**config.mk**
```make
export PLATFORM = sky130hd
export DESIGN_NAME = keypad_scan_ctrl
export DESIGN_NICKNAME = d
export VERILOG_FILES = /design/src/rtl/keypad_pkg.sv /design/src/rtl/keypad_scan_ctrl_scan_tick_gen.sv /design/src/rtl/keypad_scan_ctrl.sv
export SDC_FILE = /design/constraint.sdc
export NUM_CORES = 1
export LEC_CHECK = 0
export ABC_AREA = 1
export BUFFER_PORTS_ARGS = -buffer_cell sky130_fd_sc_hd__buf_2
export CORE_ASPECT_RATIO = 1.5
export CORE_MARGIN = 2
export CORE_UTILIZATION = 43
export DETAILED_ROUTE_END_ITERATION = 8
export PLACE_DENSITY_LB_ADDON = 0.3
export SLEW_MARGIN = 20
export SYNTH_ARGS = -nofsm -noshare
export SYNTH_HDL_FRONTEND = slang
export SYNTH_SLANG_ARGS = --single-unit
```
**constraint.sdc**
```tcl
create_clock -name clk -period 3 [get_ports clk]
set_clock_uncertainty 0.1 [all_clocks]
set_input_delay 0.9 -clock clk [delete_from_list [all_inputs] [get_ports clk]]
set_output_delay 0.9 -clock clk [all_outputs]
set_load 0.1 [all_outputs]
```
**src/rtl/keypad_pkg.sv**
```systemverilog
// Shared types and constants for the 4x4 keypad scan controller and its helpers.
package keypad_pkg;

    typedef enum logic [1:0] {
        SCAN,
        DEBOUNCE,
        HELD
    } state_e;

    localparam int unsigned KP_ROWS = 4;
    localparam int unsigned KP_COLS = 4;
    localparam int unsigned KP_KEYS = 16;

    localparam int unsigned ROW_W  = 2;
    localparam int unsigned COL_W  = 2;
    localparam int unsigned CODE_W = 4;

    localparam logic [KP_ROWS-1:0] ROW_IDLE = 4'hF;

    function automatic logic one_row_low(input logic [KP_ROWS-1:0] rows);
        return $countones(~rows) == 1;
    endfunction

    function automatic logic [ROW_W-1:0] low_row_idx(input logic [KP_ROWS-1:0] rows);
        logic [ROW_W-1:0] idx;
        idx = '0;
        for (int unsigned i = 0; i < KP_ROWS; i++) begin
            if (!rows[i]) idx = ROW_W'(i);
        end
        return idx;
    endfunction

endpackage

```
**src/rtl/keypad_scan_ctrl_scan_tick_gen.sv**
```systemverilog
// Free-running clock divider: one-cycle tick every DIV clocks (count DIV-1).
module scan_tick_gen #(
    parameter int unsigned DIV = 50000
) (
    input  logic clk,
    input  logic rst_n,
    output logic tick_o
);

    localparam int unsigned CNT_W = (DIV > 1) ? $clog2(DIV) : 1;

    logic [CNT_W-1:0] cnt_q;

    assign tick_o = (cnt_q == CNT_W'(DIV - 1));

    always_ff @(posedge clk or negedge rst_n) begin
        if (!rst_n) begin
            cnt_q <= '0;
        end else if (tick_o) begin
            cnt_q <= '0;
        end else begin
            cnt_q <= cnt_q + 1'b1;
        end
    end

endmodule

```
**src/rtl/keypad_scan_ctrl.sv**
```systemverilog
// 4x4 active-low keypad scanner with press/release debounce and one-hot key output.
// Optional auto-repeat of key_valid while held: define KEY_REPEAT_EN.
module keypad_scan_ctrl
    import keypad_pkg::*;
#(
    parameter int unsigned SCAN_DIV       = 50000,
    parameter int unsigned DEBOUNCE_SCANS = 10,
    parameter int unsigned REPEAT_DELAY   = 50,
    parameter int unsigned REPEAT_RATE    = 10
) (
    input  logic               clk,
    input  logic               rst_n,
    input  logic [KP_ROWS-1:0] row_n,
    output logic [KP_COLS-1:0] col_n,
    output logic [KP_KEYS-1:0] onehot,
    output logic               key_valid,
    output logic               key_held
);

    if (SCAN_DIV < 2 || DEBOUNCE_SCANS < 1 || REPEAT_DELAY < 1 || REPEAT_RATE < 1) begin : g_bad_cfg
        $error("keypad_scan_ctrl: illegal parameter value");
    end

    localparam int unsigned DEB_W = $clog2(DEBOUNCE_SCANS + 1);

    logic [KP_ROWS-1:0] row_meta_q, row_s_q;
    logic               tick;
    state_e             state_q;
    logic [COL_W-1:0]   col_idx_q;
    logic [CODE_W-1:0]  code_q;
    logic [DEB_W-1:0]   deb_cnt_q, rel_cnt_q;
    logic [KP_KEYS-1:0] onehot_q;
    logic               valid_q, held_q;
    logic [KP_ROWS-1:0] cap_pat;

`ifdef KEY_REPEAT_EN
    localparam int unsigned RPT_MAX = (REPEAT_DELAY > REPEAT_RATE) ? REPEAT_DELAY : REPEAT_RATE;
    localparam int unsigned RPT_W   = $clog2(RPT_MAX + 1);

    logic [RPT_W-1:0] rpt_cnt_q;
    logic             rpt_phase_q;
    logic [RPT_W-1:0] rpt_last;

    // First repeat after REPEAT_DELAY ticks, then one every REPEAT_RATE ticks.
    assign rpt_last = rpt_phase_q ? RPT_W'(REPEAT_RATE - 1) : RPT_W'(REPEAT_DELAY - 1);
`endif

    scan_tick_gen #(.DIV(SCAN_DIV)) u_tick (
        .clk    (clk),
        .rst_n  (rst_n),
        .tick_o (tick)
    );

    always_ff @(posedge clk or negedge rst_n) begin
        if (!rst_n) begin
            row_meta_q <= ROW_IDLE;
            row_s_q    <= ROW_IDLE;
        end else begin
            row_meta_q <= row_n;
            row_s_q    <= row_meta_q;
        end
    end

    // Row pattern expected while the captured key is the only one pressed.
    assign cap_pat = ~(KP_ROWS'(1) << code_q[CODE_W-1 -: ROW_W]);

    always_ff @(posedge clk or negedge rst_n) begin
        if (!rst_n) begin
            state_q     <= SCAN;
            col_idx_q   <= '0;
            code_q      <= '0;
            deb_cnt_q   <= '0;
            rel_cnt_q   <= '0;
            onehot_q    <= '0;
            valid_q     <= 1'b0;
            held_q      <= 1'b0;
`ifdef KEY_REPEAT_EN
            rpt_cnt_q   <= '0;
            rpt_phase_q <= 1'b0;
`endif
        end else begin
            valid_q <= 1'b0;
            if (tick) begin
                unique case (state_q)
                    SCAN: begin
                        if (one_row_low(row_s_q)) begin
                            code_q    <= {low_row_idx(row_s_q), col_idx_q};
                            deb_cnt_q <= '0;
                            state_q   <= DEBOUNCE;
                        end else begin
                            col_idx_q <= col_idx_q + 1'b1;
                        end
                    end
                    DEBOUNCE: begin
                        if (row_s_q == cap_pat) begin
                            deb_cnt_q <= deb_cnt_q + 1'b1;
                            if (deb_cnt_q == DEB_W'(DEBOUNCE_SCANS - 1)) begin
                                onehot_q    <= KP_KEYS'(1) << code_q;
                                held_q      <= 1'b1;
                                valid_q     <= 1'b1;
                                rel_cnt_q   <= '0;
                                state_q     <= HELD;
`ifdef KEY_REPEAT_EN
                                rpt_cnt_q   <= '0;
                                rpt_phase_q <= 1'b0;
`endif
                            end
                        end else begin
                            deb_cnt_q <= '0;
                            col_idx_q <= col_idx_q + 1'b1;
                            state_q   <= SCAN;
                        end
                    end
                    HELD: begin
                        if (row_s_q == ROW_IDLE) begin
                            if (rel_cnt_q == DEB_W'(DEBOUNCE_SCANS - 1)) begin
                                onehot_q  <= '0;
                                held_q    <= 1'b0;
                                rel_cnt_q <= '0;
                                col_idx_q <= col_idx_q + 1'b1;
                                state_q   <= SCAN;
                            end else begin
                                rel_cnt_q <= rel_cnt_q + 1'b1;
                            end
                        end else begin
                            rel_cnt_q <= '0;
                        end
`ifdef KEY_REPEAT_EN
                        if (!row_s_q[code_q[CODE_W-1 -: ROW_W]]) begin
                            if (rpt_cnt_q == rpt_last) begin
                                valid_q     <= 1'b1;
                                rpt_cnt_q   <= '0;
                                rpt_phase_q <= 1'b1;
                            end else begin
                                rpt_cnt_q <= rpt_cnt_q + 1'b1;
                            end
                        end else begin
                            rpt_cnt_q   <= '0;
                            rpt_phase_q <= 1'b0;
                        end
`endif
                    end
                    default: state_q <= SCAN;
                endcase
            end
        end
    end

    assign col_n     = ~(KP_COLS'(1) << col_idx_q);
    assign onehot    = onehot_q;
    assign key_valid = valid_q;
    assign key_held  = held_q;

endmodule

```
# Word-level counts from Yosys, hierarchy flattened
# Cells that the tools add are included.
totals:
  word_cells: 87
  reg_bits: 58
  inputBits: 6
  out_inout_bits: 22
op_classes:
  n_eq_ne: 16
  n_reduce_logical: 10
  shifts: 3
  n_mux: 37
  bitwise_logic: 3
  n_addsub: 7
ops:
  columns: ["cell", "count"]
  rows:
  - ["$mux W16", 5]
  - ["$pmux W16 S2", 1]
  - ["$mux W4", 6]
  - ["$mux W2", 11]
  - ["$add A16 B1 Y16 const B", 1]
  - ["$eq A16 B16 Y1 const B", 1]
  - ["$pmux W4 S2", 2]
  - ["$shl A1 B4 Y16 const A", 1]
  - ["$ne A2 B2 Y1 const B", 7]
  - ["$eq A4 B4 Y1 const B", 3]
  - ["$not A4 Y4", 3]
  - ["$pmux W2 S3", 2]
  - ["$reduce_and A6 Y1", 2]
  - ["$mux W1", 9]
  - ["$add A4 B1 Y4 const B", 2]
  - ["$shl A1 B2 Y4 const A", 2]
  - ["$reduce_and A3 Y1", 2]
  - ["$reduce_and A5 Y1", 1]
  - ["$add A1 B1 Y2", 2]
  - ["$eq A4 B4 Y1", 1]
  - ["$reduce_and A4 Y1", 1]
  - ["$reduce_bool A2 Y1", 2]
  - ["$add A2 B2 Y3", 1]
  - ["$eq A3 B1 Y1 const B", 1]
  - ["7 further kinds", 7]

# Logic depth before layout (Yosys ltp)
logic_depth:
  depth_word: 6
  ltp_mapped: 13
  ltp_nobuf: 13

# Cells and area by module
# Synthesis repeated with hierarchy kept, for this count alone.
unflattened:
  hier_cells: 360
  area_unflattened_um2: 3004.1
modules_own_cells:
  columns: ["module", "cells_per_inst", "instances", "area_each_um2", "seq_area_each_um2"]
  rows:
  - ["keypad_scan_ctrl", 240, 1, 2114.5, 1061.0]
  - ["scan_tick_gen", 120, 1, 889.6, 400.4]

# Least setup slack after synthesis
# OpenSTA, ideal clock, no wires.
synth_timing:
  path_kind: "flip-flop to flip-flop"
  start: "register row_s_q[0]"
  end: "register deb_cnt_q[0]"
  required_time_ns: 2.772
  path_stages_with_launch: 12
  synth_period_minus_slack_ns: 2.490
  path_buffers: 0
  path_slack_ns: 0.510
  setup_time_ns: 0.128
  arrival_time_ns: 2.262
  cell_sequence: "dfstp_2 > inv_1 > fa_1 > ha_1 > ha_1 > nand3b_1 > nand2_1 > nand2_1 > nor3_1 > inv_1 > nand2_1 > o21ai_0"
synth_between:
  elab_chain_len: 6
  elab_cells_between_ends: 9
  cone_classes: "add/sub: 2; eq/ne: 3; mux: 2; bitwise: 1; reduce/logical: 1"
synth_rtl:
  columns: ["item", "line_no", "source"]
  rows:
  - ["start, declared", "keypad_scan_ctrl.sv:26", "logic [KP_ROWS-1:0] row_meta_q, row_s_q;"]
  - ["start signal, assigned", "keypad_scan_ctrl.sv:60", "row_s_q <= row_meta_q;"]
  - ["$not A4 Y4", "keypad_pkg.sv:21", "return $countones(~rows) == 1;"]
  - ["$add A1 B1 Y2 (not written as such)", "keypad_pkg.sv:21", null]
  - ["$add A2 B2 Y3 (not written as such)", "keypad_pkg.sv:21", null]
  - ["$eq A3 B1 Y1", "keypad_pkg.sv:21", null]
  - ["$ne A2 B2 Y1 (no source line)", null, null]
  - ["$reduce_and A3 Y1 (no source line)", null, null]
  - ["end signal, assigned", "keypad_scan_ctrl.sv:96", "deb_cnt_q <= deb_cnt_q + 1'b1;"]
  - ["end, declared", "keypad_scan_ctrl.sv:31", "logic [DEB_W-1:0] deb_cnt_q, rel_cnt_q;"]
# Parallel ways exist; a longest one is shown, timed or not.
# A chain may end at the register's enable or synchronous reset.

# Final worst setup path
layout_timing:
  start: "register row_s_q[3]"
  end: "register deb_cnt_q[1]"
# The elaborated chain is that of the path after synthesis.

==> qor.csv <==
metric;value;unit
Fillers;653;
total grt overflow;0;
final hold violation count;0;
die height;108;um
Ys Warns;0;
GPL Wtd Cong;0.805;
Final #Nets;433;
Post-CTS Resized;0;
Leak Pwr;0.00183;uW
Max IR drop VDD;0.000279;V
routed len/inst;11.6;um
via density per instance;5.09;
Reg2Reg Setup Slack;0.30;ns
initial antenna violation count;0;
first-pass GRT wire length;10.2;mm
Place WS;0.318;ns
core area;6900;um^2
maximum clock insertion buffer count;2;
min cycle time layout;2.70;ns
CTS tree;yes;
vias in the first global route;2390;
worst setup margin;0.299;ns
most frequent cells in the layout;93 x nand2_1, 52 x nor2_1, 50 x dfrtp_1;
Max-Cap Viols;0;
clk_lat worst skew;0.34;ns
Hold Path Class;register to register;
Initial Util;44.7;%
drt pass-1 iters;5;
Max Freq;0.370;GHz
io pins;28;
Worst-Margin Slew;0.669;ns
H-tree Lvls;3;
CP Capture Type;register;
DIE WIDTH;73.2;um
Via Count;2528;
Yosys top cell area share;40.5;%
gr usage total;16.6;%
library cells used by synthesis;30;
Synth area leaders;dfrtp_1 41%, nand2_1 11%, dfstp_2 6.8%;
Root Driver;clkbuf_8;
Post-CTS Hold Buffers;0;
Rows;37;
Initial DRC Count;132;
layout cell share with drive strength beyond 1;16.7;%
PD cells;475;nW/um^2
placed wire-length estimate;4.41;mm
critical-path maximum fanout;5;
CTS sink count;58;
PortBufs;27;
area leader, netlist;dfrtp_1;
Total Neg Setup Slack;0;ns
clk slew on worst S/H paths;0.06;ns
die area;7890;um^2
Gate Count Post-Synth;383;
largest net degree at the start of global routing;31;
post-synthesis sequential area ratio;47.3;%
Slew headroom;55.4;%
commonest non-fill, non-tap cell in the layout;nand2_1;
# setup viols final;0;
synthesized flop and latch total;58;
Synth Area per Inst;8.06;um^2
Setup crit start kind;register;
RSZ-0062 raised after global routing;no;
total CTS buffers;9;
critical path class;register to register;
WL final;5.76;mm
number of diodes;0;
post-route antenna net violation count;0;
drc violations;0;
status;finished, final reports clean;
Syn-to-layout area delta;14.2;%
Netlist Area Pre-Place;3090;um^2
Slew Limit Fails;0;
syn_nets;402;
worst path required time;3.11;ns
Post-CTS Setup Bufs;0;
period utilization;90.0;%
crit path DAT;2.81;ns
-- through the flow --
| stage | cell area [um^2] | util, % | instances | hold slack [ns] | total power, uW |
|---|---|---|---|---|---|
| 2_1_floorplan | 3090 | - | 383 | 0.245 | 827 |
| 3_3_place_gp | 3290 | 47.7 | 481 | 0.246 | 853 |
| 3_5_place_dp | 3290 | 47.7 | 481 | 0.247 | 855 |
| 4_1_cts | 3520 | 51.1 | 497 | 0.256 | 1700 |
| 5_1_grt | 3520 | 51.1 | 497 | 0.262 | 1750 |
| 6_report | 3520 | 51.1 | 497 | 0.255 | 1670 |
-- Yosys cell counts --
cell / n
xnor2_1: 3
inv_1: 44
clkbuf_1: 1
a21oi_1: 9
inv_2: 6
o31ai_1: 1
o21ai_1: 1
nand4_1: 22
ha_1: 12
nand3_1: 30
dfrtp_1: 50
nand3b_1: 2
buf_6: 1
nor2_8: 1
nand2_1: 93
nor2_4: 1
o21ai_0: 14
nor2_1: 52
nor2_2: 3
nand2_2: 4
xor2_1: 7
dfstp_2: 8
fa_1: 1
or2_2: 1
buf_2: 3
nand3_4: 1
buf_4: 3
a211oi_1: 1
nor3_1: 7
nand2_4: 1
-- final cells by class --
cell class	count	area (um^2)	share of cell area (%)
inverters	50	188	5.32
repair buffers	28	155	4.40
clock inverters	4	72.6	2.06
well taps	78	97.6	2.77
clock buffers	12	165	4.69
flip-flops and latches	58	1460	41.5
multi-input cells	267	1390	39.3
-- flip-flops by register name, indices dropped and copies added, names as in the netlist --
signal,flops
code_q,4
col_idx_q,2
deb_cnt_q,4
key_held,1
key_valid,1
onehot,16
rel_cnt_q,4
row_meta_q,4
row_s_q,4
state_q,2
u_tick.cnt_q,16
-- final timing paths --
path,from,end,cells after the start
max,row_s_q[3]$_DFF_PN1_,deb_cnt_q[1]$_DFFE_PN0P_,11
min,row_meta_q[3]$_DFF_PN1_,row_s_q[3]$_DFF_PN1_,0
max reg2reg,row_s_q[3]$_DFF_PN1_,deb_cnt_q[1]$_DFFE_PN0P_,11
min reg2reg,row_meta_q[3]$_DFF_PN1_,row_s_q[3]$_DFF_PN1_,0
max in group asynchronous,rst_n,col_idx_q[0]$_DFFE_PN0P_,2
min in group asynchronous,rst_n,u_tick.cnt_q[13]$_DFF_PN0_,1
-- power breakdown --
group	internal (uW)	switching [uW]	total (uW)
registers	792	2.89	795
logic	12.9	30.4	43.3
clock network	534	303	837
-- critical path, stage by stage (launching register included) --
cell	delay, ns
dfstp_2	0.56
inv_1	0.08
fa_1	0.43
ha_1	0.20
ha_1	0.25
nand3b_1	0.19
nand2_1	0.10
nand2_1	0.05
nor3_1	0.32
inv_1	0.15
nand2_1	0.08
o21ai_0	0.07
-- layer usage --
layer / wire [um] / part of all wire (%) / up-vias / global-route usage, %
met1: 2480 / 43 / 1193 / 19.4
met4: 40 / 0.69 / 0 / 5.82
met3: 213 / 3.7 / 4 / 4.78
met5: 0 / 0 / - / 0
li1: - / - / 1282 / -
met2: 3030 / 53 / 49 / 28.5
-- kinds of logic after synthesis --
logic type / Yosys count / share of synthesized area (%)
AOI/OAI and AO/OA: 26 / 4.38
adders and majority gates: 13 / 5.51
xor gates and xnor gates: 10 / 2.84
buffers and inverters: 58 / 7.78
and+or+nand+nor: 218 / 32.1
DFF: 58 / 47.3
No activity file was read; power rests on OpenSTA's default activity.
